<file path="src/rtl/generic_flit_pkg.sv">
// Shared flit layout for the 32-bit generic flit link: field widths, frame
// offsets, the flit struct and the frame pack function used by both link ends.
package generic_flit_pkg;

  localparam int CHANID_W = 3;
  localparam int OPCODE_W = 3;
  localparam int PARAM_W  = 3;
  localparam int SIZE_W   = 8;
  localparam int SOURCE_W = 8;
  localparam int ADDR_W   = 64;
  localparam int DATA_W   = 64;
  localparam int UNION_W  = 9;

  // Bit 0 of the frame is a reserved zero; fields follow from bit 1 upward.
  localparam int UNION_LSB   = 1;
  localparam int CORRUPT_LSB = 10;
  localparam int DATA_LSB    = 11;
  localparam int ADDR_LSB    = 75;
  localparam int SOURCE_LSB  = 139;
  localparam int SIZE_LSB    = 147;
  localparam int PARAM_LSB   = 155;
  localparam int OPCODE_LSB  = 158;
  localparam int CHANID_LSB  = 161;

  localparam int FLIT_BITS = 164;
  localparam int BEATS     = 6;
  localparam int BEAT_W    = 32;
  localparam int FRAME_W   = BEATS * BEAT_W;
  localparam int COUNT_W   = 3;

  localparam logic [COUNT_W-1:0] LAST_BEAT = COUNT_W'(BEATS - 1);

  typedef enum logic {
    ST_IDLE    = 1'b0,
    ST_SENDING = 1'b1
  } ser_state_t;

  typedef struct packed {
    logic [CHANID_W-1:0] chan_id;
    logic [OPCODE_W-1:0] opcode;
    logic [PARAM_W-1:0]  param;
    logic [SIZE_W-1:0]   size;
    logic [SOURCE_W-1:0] source;
    logic [ADDR_W-1:0]   address;
    logic [DATA_W-1:0]   data;
    logic                corrupt;
    logic [UNION_W-1:0]  mask_union;
  } generic_flit_t;

  function automatic logic [FRAME_W-1:0] pack_flit(input generic_flit_t f);
    logic [FRAME_W-1:0] frame;
    frame = '0;
    frame[UNION_LSB  +: UNION_W]  = f.mask_union;
    frame[CORRUPT_LSB]            = f.corrupt;
    frame[DATA_LSB   +: DATA_W]   = f.data;
    frame[ADDR_LSB   +: ADDR_W]   = f.address;
    frame[SOURCE_LSB +: SOURCE_W] = f.source;
    frame[SIZE_LSB   +: SIZE_W]   = f.size;
    frame[PARAM_LSB  +: PARAM_W]  = f.param;
    frame[OPCODE_LSB +: OPCODE_W] = f.opcode;
    frame[CHANID_LSB +: CHANID_W] = f.chan_id;
    return frame;
  endfunction

endpackage

</file>
<file path="src/rtl/generic_serializer.sv">
// Transmit side of the generic flit link: captures one flit and streams it as
// six 32-bit beats, lowest word first. GENERIC_SERIALIZER_BACK_TO_BACK_EN lets
// the next flit load in the same cycle the last beat fires.
module generic_serializer
  import generic_flit_pkg::*;
(
  input  logic        clock,
  input  logic        reset,
  input  logic        io_in_valid,
  output logic        io_in_ready,
  input  logic [2:0]  io_in_bits_chanId,
  input  logic [2:0]  io_in_bits_opcode,
  input  logic [2:0]  io_in_bits_param,
  input  logic [7:0]  io_in_bits_size,
  input  logic [7:0]  io_in_bits_source,
  input  logic [63:0] io_in_bits_address,
  input  logic [63:0] io_in_bits_data,
  input  logic        io_in_bits_corrupt,
  input  logic [8:0]  io_in_bits_union,
  output logic        io_out_valid,
  input  logic        io_out_ready,
  output logic [31:0] io_out_bits
);

  ser_state_t         state;
  logic [COUNT_W-1:0] send_count;
  logic [BEAT_W-1:0]  beat_q [BEATS];

  generic_flit_t      flit;
  logic [FRAME_W-1:0] frame;
  logic               sending;
  logic               last_beat;
  logic               in_fire;
  logic               out_fire;

  assign flit = '{
    chan_id:    io_in_bits_chanId,
    opcode:     io_in_bits_opcode,
    param:      io_in_bits_param,
    size:       io_in_bits_size,
    source:     io_in_bits_source,
    address:    io_in_bits_address,
    data:       io_in_bits_data,
    corrupt:    io_in_bits_corrupt,
    mask_union: io_in_bits_union
  };
  assign frame = pack_flit(flit);

  assign sending   = (state == ST_SENDING);
  assign last_beat = (send_count == LAST_BEAT);

`ifdef GENERIC_SERIALIZER_BACK_TO_BACK_EN
  assign io_in_ready = ~sending | (io_out_ready & last_beat);
`else
  assign io_in_ready = ~sending;
`endif

  // Output beat comes straight from the capture registers, never from io_in_bits.
  assign io_out_valid = sending;
  assign io_out_bits  = beat_q[send_count];

  assign in_fire  = io_in_valid & io_in_ready;
  assign out_fire = io_out_valid & io_out_ready;

  // NOTE: sequential state uses non-blocking assignments so every register
  // samples the pre-edge values; blocking here would create order-dependent logic.
  always_ff @(posedge clock) begin
    if (reset) begin
      state      <= ST_IDLE;
      send_count <= '0;
    end else begin
      case (state)
        ST_IDLE: begin
          if (in_fire) begin
            state      <= ST_SENDING;
            send_count <= '0;
          end
        end
        ST_SENDING: begin
          if (out_fire) begin
            if (last_beat) begin
              send_count <= '0;
              state      <= in_fire ? ST_SENDING : ST_IDLE;
            end else begin
              send_count <= send_count + COUNT_W'(1);
            end
          end
        end
        default: begin
          state      <= ST_IDLE;
          send_count <= '0;
        end
      endcase
    end
  end

  // NOTE: the beat registers are deliberately left out of reset; they are only
  // observed while sending, which always follows a fresh capture.
  always_ff @(posedge clock) begin
    if (in_fire) begin
      for (int k = 0; k < BEATS; k++) begin
        beat_q[k] <= frame[k*BEAT_W +: BEAT_W];
      end
    end
  end

endmodule
</file>
<file path="config.mk">
export PLATFORM = sky130hd
export DESIGN_NAME = generic_serializer
export DESIGN_NICKNAME = d
export VERILOG_FILES = /design/src/rtl/generic_flit_pkg.sv /design/src/rtl/generic_serializer.sv
export SDC_FILE = /design/constraint.sdc
export NUM_CORES = 1
export LEC_CHECK = 0
export ABC_AREA = 0
export CAP_MARGIN = 20
export CORE_MARGIN = 5
export CORE_UTILIZATION = 47
export DETAILED_ROUTE_END_ITERATION = 6
export GPL_TIMING_DRIVEN = 1
export PLACE_DENSITY = 0.82
export SLEW_MARGIN = 40
export SYNTH_ARGS = -nofsm -noshare
export SYNTH_HDL_FRONTEND = slang
export SYNTH_SLANG_ARGS = --single-unit
export TNS_END_PERCENT = 10
</file>
<file path="constraint.sdc">
create_clock -name clock -period 5.6 [get_ports clock]
set_input_delay 1.12 -clock clock [delete_from_list [all_inputs] [get_ports clock]]
set_output_delay 1.12 -clock clock [all_outputs]
set_load 0.02 [all_outputs]
</file>
==> out/results.txt, run 1 <==
The tools report the highest ir drop seen on vdd as 0.235 mV. The largest single stage delay on the critical path is 610 ps. The run gives 2 as the maximum root-to-sink buffer count.

The run gives 3703 as the total number of vias. The flow ran to the end, and the final reports show no timing, DRC or antenna violations. The achievable clock frequency was 248 MHz; the H-tree depth reported by CTS was 4. Share of layout cells above drive strength 1: 0.124. Routability-driven placement finished with a final weighted congestion of 0.812. Summed over all failing endpoints, the final setup total negative slack is 0 ps. The final worst-path cycle share was 0.719. The core region is 13700 um^2. The logs give 3.05 nW for the leakage component of the power and 0.536 for the worst slew slack as a fraction of its limit. The worst-path cell with the longest stage delay is sky130_fd_sc_hd__nand2b_1.

STA classifies the critical path startpoint as a flip-flop. After clock tree synthesis, the clock-pin slew on the worst setup and hold paths is 60 ps. The via count of the first global-routing pass is 4079, and the fraction of the core area covered by cells at the end of the flow is 0.677. The tools report the number of distinct library cells after synthesis as 25. The initial cell density of the core is 0.474, and the number of antenna repair diodes is 0.

The tools report the endpoint of the lowest-slack register-to-register path as beat_q[2][18]. The ratio of total power to cell area is 326 nW/um^2, and the worst-skew pair later-pin latency is 410 ps. In this run the tool buffered the top-level ports with 200 buffer cells.

The average cell area after synthesis is 19.7 um^2, and the total setup violations reported at the end of the flow is 0. The compound-cell area share of the yosys netlist was 0.0312. The run gives 16300 um^2 as the total die area. The instance count along the most critical hold path was 1; the routed wirelength normalized by instance count was 19.3 um. The worst hold-check slack was 510 ps. TritonCTS built the clock tree. The most common cell after layout, fill and taps aside is sky130_fd_sc_hd__clkdlybuf4s50_1.

In this run the most critical hold path is launched from send_count[0]. Depth of the worst register-to-register path: 3. The class of the worst hold path is flip-flop to flip-flop.

Traced cell by cell, the critical path runs through buf_4 > nand2b_1 > buf_4 > o22ai_1 > clkdlybuf4s50_1. The all-layer global routing usage was 0.174. The kind of cell with the highest combined delay along the critical path is buffers and inverters.

The run gives 43 as the row count. The worst path needs 4030 ps of the cycle, external delays included. The highest net fanout along the worst path is 33. The final-report hold violation count is 0, and the clock sink count is 170.

The synthesized netlist occupies a cell area of 6510 um^2. Across all register-to-register paths, the minimum setup slack is 3510 ps. The CTS root buffer is sky130_fd_sc_hd__clkbuf_16.

Leaving out fill and tap cells, the most frequent cells in the layout are 200 x sky130_fd_sc_hd__clkdlybuf4s50_1, 163 x sky130_fd_sc_hd__edfxtp_1, 56 x sky130_fd_sc_hd__mux2i_1. In this run the horizontal extent of the chip is 128 um. The number of search-and-repair iterations in the first detailed-routing pass came out at 6. At the end of the flow, the number of nets in the layout was 702.

The worst setup path is captured at a primary output. Setup repair after global routing left no endpoint under its margin. Post-CTS repair changed the size of 0 cells.

Across the run, the number of max-cap violations was 0. The transition at the pin with the smallest max-transition slack was 695 ps; the combined buffer and inverter count along the critical path was 3. Measured along the y axis, the die boundary spans 128 um.

The number of hold buffers added after CTS was 0. Max-slew violation count: 0. For the sequential share of the synthesized area, the log shows 0.774.

For the final database, setup skew stands at 6.30 ps. The run gives 0 as the remaining antenna violation count. For the post-synthesis instance total, the log shows 330. After filler insertion, the fill cell instance count of the layout stands at 931.

In this run, CTS created clock tree buffers numbering 17. Post-synthesis simple-gate area fraction: 0.0100. The mean number of vias per cell was 5.09. The worst register-to-register path begins at io_out_valid. For this block, the routed nets add up to 14000 um of wire. Synthesis produced a netlist with a net count of 497. The library cell appearing most often on the critical path is sky130_fd_sc_hd__buf_4. The tools report the number of antenna violations at the first check in global routing as 0. The number of setup buffers added after CTS is 0.

201 I/O pins were placed. The fraction of synthesized area in multiplexers is 0.161. The adder and majority cell fraction of the synthesized area is 0, and the data required time at the worst endpoint is 4480 ps.

After legalization and detailed placement, the total HPWL measured 9620 um. After synthesis, the largest family of logic cells by area is multiplexers. The class of the most critical setup path was flip-flop to primary output.

The first global-routing pass estimated 21300 um of wire. After synthesis the netlist holds a flip-flop and latch count of 170. The logs give 0 for the final global-route overflow total and 214 for the DRC marker count from the first detailed-route iteration. Relative to the synthesized area, the layout overhead comes to 42.7%.

For the pin count of the biggest net entering global routing, the log shows 89. In the routed design, unresolved DRC markers number 0. Share of the synthesized netlist area taken by xor and xnor gates: 0.

STA puts the critical path data arrival time at 2910 ps. Yosys printed 0 warnings.
==> per-stage QoR <==
stage,instances,total power (W),area (um^2),setup slack [ps]
2_1_floorplan,330,0.00164,6510,724
3_3_place_gp,695,0.00181,8630,1890
3_5_place_dp,696,0.00182,8650,1760
4_1_cts,727,0.00306,9280,1290
5_1_grt,727,0.00313,9290,1380
6_report,727,0.00303,9290,1570
==> worst max-delay path by stage <==
| stage | to | cells past startpoint | slack [ps] |
|---|---|---|---|
| floorplan | beat_q[0][10] | 2 | 720 |
| global placement | io_out_bits[27] | 4 | 1890 |
| detailed placement | io_out_bits[21] | 4 | 1760 |
| CTS | io_out_bits[21] | 4 | 1290 |
| global route | io_out_bits[21] | 5 | 1380 |
| finish | io_out_bits[21] | 5 | 1570 |
==> layout make-up <==
| class | count | area (um^2) | share of cell area |
|---|---|---|---|
| tap | 180 | 225 | 0.0243 |
| sequential | 170 | 5040 | 0.543 |
| timing repair buffer | 204 | 2060 | 0.222 |
| clock inverter | 13 | 201 | 0.0217 |
| multi-input combinational | 139 | 1310 | 0.141 |
| inverter | 3 | 16.3 | 0.00175 |
| clock buffer | 18 | 429 | 0.0462 |
==> flip-flops by register name, summed over array words and instances (netlist names), named ones only <==
name,flops
send_count,3
beat_q,163
io_out_valid,1
==> report_power, final <==
part           leakage, nW  internal, W  total (W)  switching (W)
Clock                0.306     0.000786    0.00123       0.000448
Combinational         1.13     0.000175   0.000291       0.000116
Sequential            1.61      0.00148    0.00150      0.0000248
Total                 3.05      0.00244    0.00303       0.000588
==> cell usage after synthesis, drive strengths merged <==
master    n  area share
a211oi    1      0.0012
mux2i    56       0.086
a21oi     4      0.0031
mux4      4       0.014
o22ai    28       0.027
buf      15       0.021
or3       1     0.00096
mux2     35       0.061
nand2b    2      0.0019
and2      1     0.00096
nand3     3      0.0023
dfxtp     7       0.022
edfxtp  163        0.75
nor3b     1      0.0012
clkbuf    3      0.0019
nor2      1     0.00058
nor3      1     0.00077
or3b      1      0.0013
inv       3      0.0017
==> routing by layer <==
layer	vias up	wire (um)	global-route usage	part of all wire
met5	-	0	0	0
met3	11	1000	0.0517	0.071
met1	1806	5320	0.200	0.38
li1	1734	-	-	-
met2	152	7520	0.309	0.54
met4	0	161	0.0605	0.012
==> cells by family after synthesis <==
family / Yosys count
and+or+nand+nor: 11
muxes: 95
AOI/OAI and AO/OA: 33
buffers and inverters: 21
DFF: 170
Power figures use the tool's default switching activity.
==> run 2: changes to the inputs <==
Clock period 5.6 ns to 3.84 ns, I/O delays scaled along.
==> run 2 against run 1 <==
Via count decreased by 0.11%; critical path depth did not move; clock skew shrank 0.89 ps; routed wire length fell by 0.47%; register-to-register slack got worse by 1300 ps; first-iteration DRC count decreased by 4.2%; worst hold slack worse by 9.9 ps; clock power grew 42%; largest cell class unchanged; largest power group unchanged.
==> out/results.txt, run 2 (synthesized netlist as in run 1, its figures left out) <==
The logs give 0.780 (was 0.812) for the routability-driven placement congestion ratio and 0.324 mV (was 0.235 mV) for the highest ir drop seen on vdd. The tools report the total internal power as 0.00344 W (was 0.00244 W). The leakage component of the power is 3.03 nW (was 3.05 nW). The flow ran to the end, and the final reports show no timing, DRC or antenna violations. The sort of element at the start of the critical path was a flip-flop (unchanged). The logs give 0.215 (was 0.200) for the met1 capacity usage during global routing and 201 (unchanged) for the total I/O pin count. Worst slew slack as a fraction of its limit: 0.529 (was 0.536). The depth of the worst register-to-register path works out to 3 (unchanged).

For the number of instances resized during post-cts repair, the log shows 0 (unchanged). The placed cell count is 698 (was 696), and the remaining antenna violation count is 0 (unchanged). Max-slew violation count: 0 (unchanged). The global-route wire length before repair is 21700 um (was 21300 um), and the all-layer global routing usage is 0.177 (was 0.174). The logs give 0.099 (was 0.096) for the share of power burned in combinational logic and 17 (unchanged) for the total CTS buffers. The transition at the pin with the smallest max-transition slack came out at 706 ps (was 695 ps). The routed wirelength normalized by instance count is 19.1 um (was 19.3 um). For the initial cell density of the core, the log shows 0.474 (unchanged). Final worst-path cycle share: 0.890. The run gives 205 (was 214) as the DRC marker count from the first detailed-route iteration.

The clock-pin slew on the worst setup and hold paths was 70 ps (was 60 ps). The number of port buffers came out at 200 (unchanged). The highest cell delay on the worst timing path is 710 ps (was 610 ps).

The most used routing layer in global routing was met2 (unchanged). The number of max-cap violations was 0 (unchanged). The combined buffer and inverter count along the critical path was 2 (was 3); the final global-route overflow total was 0 (unchanged). The logs give 293 MHz for the achievable clock frequency and 2 (unchanged) for the maximum root-to-sink buffer count. The run gives 2650 ps (was 2910 ps) as the critical path arrival.

The class of the most critical setup path was flip-flop to primary output (unchanged). The data required time at the worst endpoint was 3070 ps (was 4480 ps); the ratio of total power to cell area was 471 nW/um^2 (was 326 nW/um^2). The post-detailed-route DRC marker count was 0 (unchanged); the slack of the worst reg-to-reg path was 2170 ps (was 3510 ps). The share of total power consumed by net switching is 0.212 (was 0.194). The core footprint was 13700 um^2 (unchanged); the via count of the first global-routing pass was 4042 (was 4079).

The sequential share of power was 0.500 (was 0.496). Commonest cells after routing, fill and taps aside: 200 x sky130_fd_sc_hd__clkdlybuf4s50_1, 163 x sky130_fd_sc_hd__edfxtp_1, 56 x sky130_fd_sc_hd__mux2i_1 (unchanged). Mean number of vias per cell: 5.07 (was 5.09).

Setup repair after global routing left no endpoint under its margin. The flip-flop count of the largest register after layout works out to 163 (unchanged). The run gives 16300 um^2 (unchanged) as the total die area.

The global routing usage on met3 is 0.0558 (was 0.0517), and the worst-skew pair later-pin latency is 420 ps (was 410 ps). The run gives 43 (unchanged) as the row count. Ordered list of cells on the worst path: buf_12 > mux2_2 > mux2i_1 > o22ai_1 > clkdlybuf4s50_1 (was buf_4 > nand2b_1 > buf_4 > o22ai_1 > clkdlybuf4s50_1). The highest net fanout along the worst path is 37 (was 33), and the net load switching power is 0.000924 W (was 0.000588 W). The share of layout cells above drive strength 1 works out to 0.136 (was 0.124). The tools report the origin of the critical flop-to-flop path as io_out_valid (unchanged).

The run gives 0 (unchanged) as the total setup violations reported at the end of the flow. The run gives 0 (unchanged) as the number of antenna violations at the first check in global routing. The instance count along the most critical hold path is 1 (unchanged). The chip height was 128 um (unchanged); the number of buffers inserted for hold repair after clock tree synthesis was 0 (unchanged). The final net count came out at 704 (was 702). For the H-tree depth reported by CTS, the log shows 4 (unchanged). The CTS root buffer was sky130_fd_sc_hd__clkbuf_16 (unchanged).

The setup fix buffers added after clock tree synthesis is 0 (unchanged), and the total wire length is 13900 um (was 14000 um). The top cell family by delay on the critical path was buffers and inverters (unchanged). The logs give 0 (unchanged) for the number of antenna repair diodes and 500 ps (was 510 ps) for the worst hold-check slack.

The number of search-and-repair iterations in the first detailed-routing pass was 4 (was 6). The endpoint of the lowest-slack register-to-register path was beat_q[3][9] (was beat_q[2][18]). The tools report the worst hold path startpoint as send_count[0] (unchanged). The area overhead of the layout relative to synthesis works out to 42.7% (about the same).

Register with the highest flop count: beat_q (unchanged). The clock sink count is 170 (unchanged). After layout, the minimum clock period comes to 3420 ps.

For the setup TNS after final layout, the log shows 0 ps (unchanged). For the total number of vias, the log shows 3699 (was 3703). For the clock skew after layout, the log shows 5.40 ps (was 6.30 ps). The final-report hold violation count is 0 (unchanged), and the part of the power in the clock network is 0.401 (was 0.408).

The pin count of the biggest net entering global routing is 107 (was 89). The met2 usage in global routing was 0.299 (was 0.309); the die outline width was 128 um (unchanged). TritonCTS built the clock tree. The type of destination of the critical path was a primary output (unchanged). Most common cell after layout, fill and taps aside: sky130_fd_sc_hd__clkdlybuf4s50_1 (unchanged).

Class of the worst hold path: flip-flop to flip-flop (unchanged). For the total half-perimeter wirelength after legalization and detailed placement, the log shows 9790 um (was 9620 um). The count of non-filler cells in the finished layout is 730 (was 727). The worst-path cell with the longest stage delay is sky130_fd_sc_hd__dfxtp_4 (was sky130_fd_sc_hd__nand2b_1).
run 2: cell types whose count changed in the layout (fill, tap and decap cells not counted), sizes merged:
cell and change:
clkbuf -1, clkinv -4, inv +2, bufinv -2, buf +2, clkinvlp +6
run 2: how the worst max path moves through the flow:
stage / from / cells past startpoint / end / slack (ps)
3_3_place_gp: flip-flop / 5 / io_out_bits[23] / 860
6_report: flip-flop / 5 / io_out_bits[31] / 420
2_1_floorplan: io_in_valid / 2 / beat_q[0][10] / 110
5_1_grt: flip-flop / 5 / io_out_bits[5] / 260
3_5_place_dp: flip-flop / 5 / io_out_bits[31] / 860
4_1_cts: flip-flop / 5 / io_out_bits[31] / 380
run 2: through the flow:
stage / worst slack, ps / power [W] / area (um^2) / utilization
2_1_floorplan: 114 / 0.00238 / 6510 / -
3_3_place_gp: 864 / 0.00264 / 8670 / 0.632
3_5_place_dp: 856 / 0.00266 / 8670 / 0.632
4_1_cts: 379 / 0.00440 / 9280 / 0.677
5_1_grt: 265 / 0.00451 / 9280 / 0.677
6_report: 423 / 0.00437 / 9280 / 0.677
run 2: per-layer routing:
metal / up-vias / routed length, um
met4: 0 / 214
met2: 137 / 7310
met1: 1802 / 5430
met3: 18 / 975
met5: - / 0
li1: 1742 / -
run 2: power groups by stage:
stage / Clock (W) / Combinational, W / Sequential (W)
floorplan: 0 / 0.000165 / 0.00222
global placement: 0 / 0.000425 / 0.00222
detailed placement: 0 / 0.000436 / 0.00222
CTS: 0.00178 / 0.000438 / 0.00219
global route: 0.00186 / 0.000462 / 0.00219
finish: 0.00175 / 0.000432 / 0.00218
run 2: final cells by class:
type                    count  area, um^2
flip-flops and latches    170        5040
fillers                   944        4440
clock buffers              17         425
repair buffers            206        2070
inverters                   3        15.0
multi-input cells         139        1310
well taps                 180         225
clock inverters            15         191
run 2: worst reg2reg max path, cell delays in order (launching register included):
cell	delay [ps]
sky130_fd_sc_hd__dfxtp_1	360
sky130_fd_sc_hd__nand2b_1	220
sky130_fd_sc_hd__clkinvlp_4	120
sky130_fd_sc_hd__buf_4	560
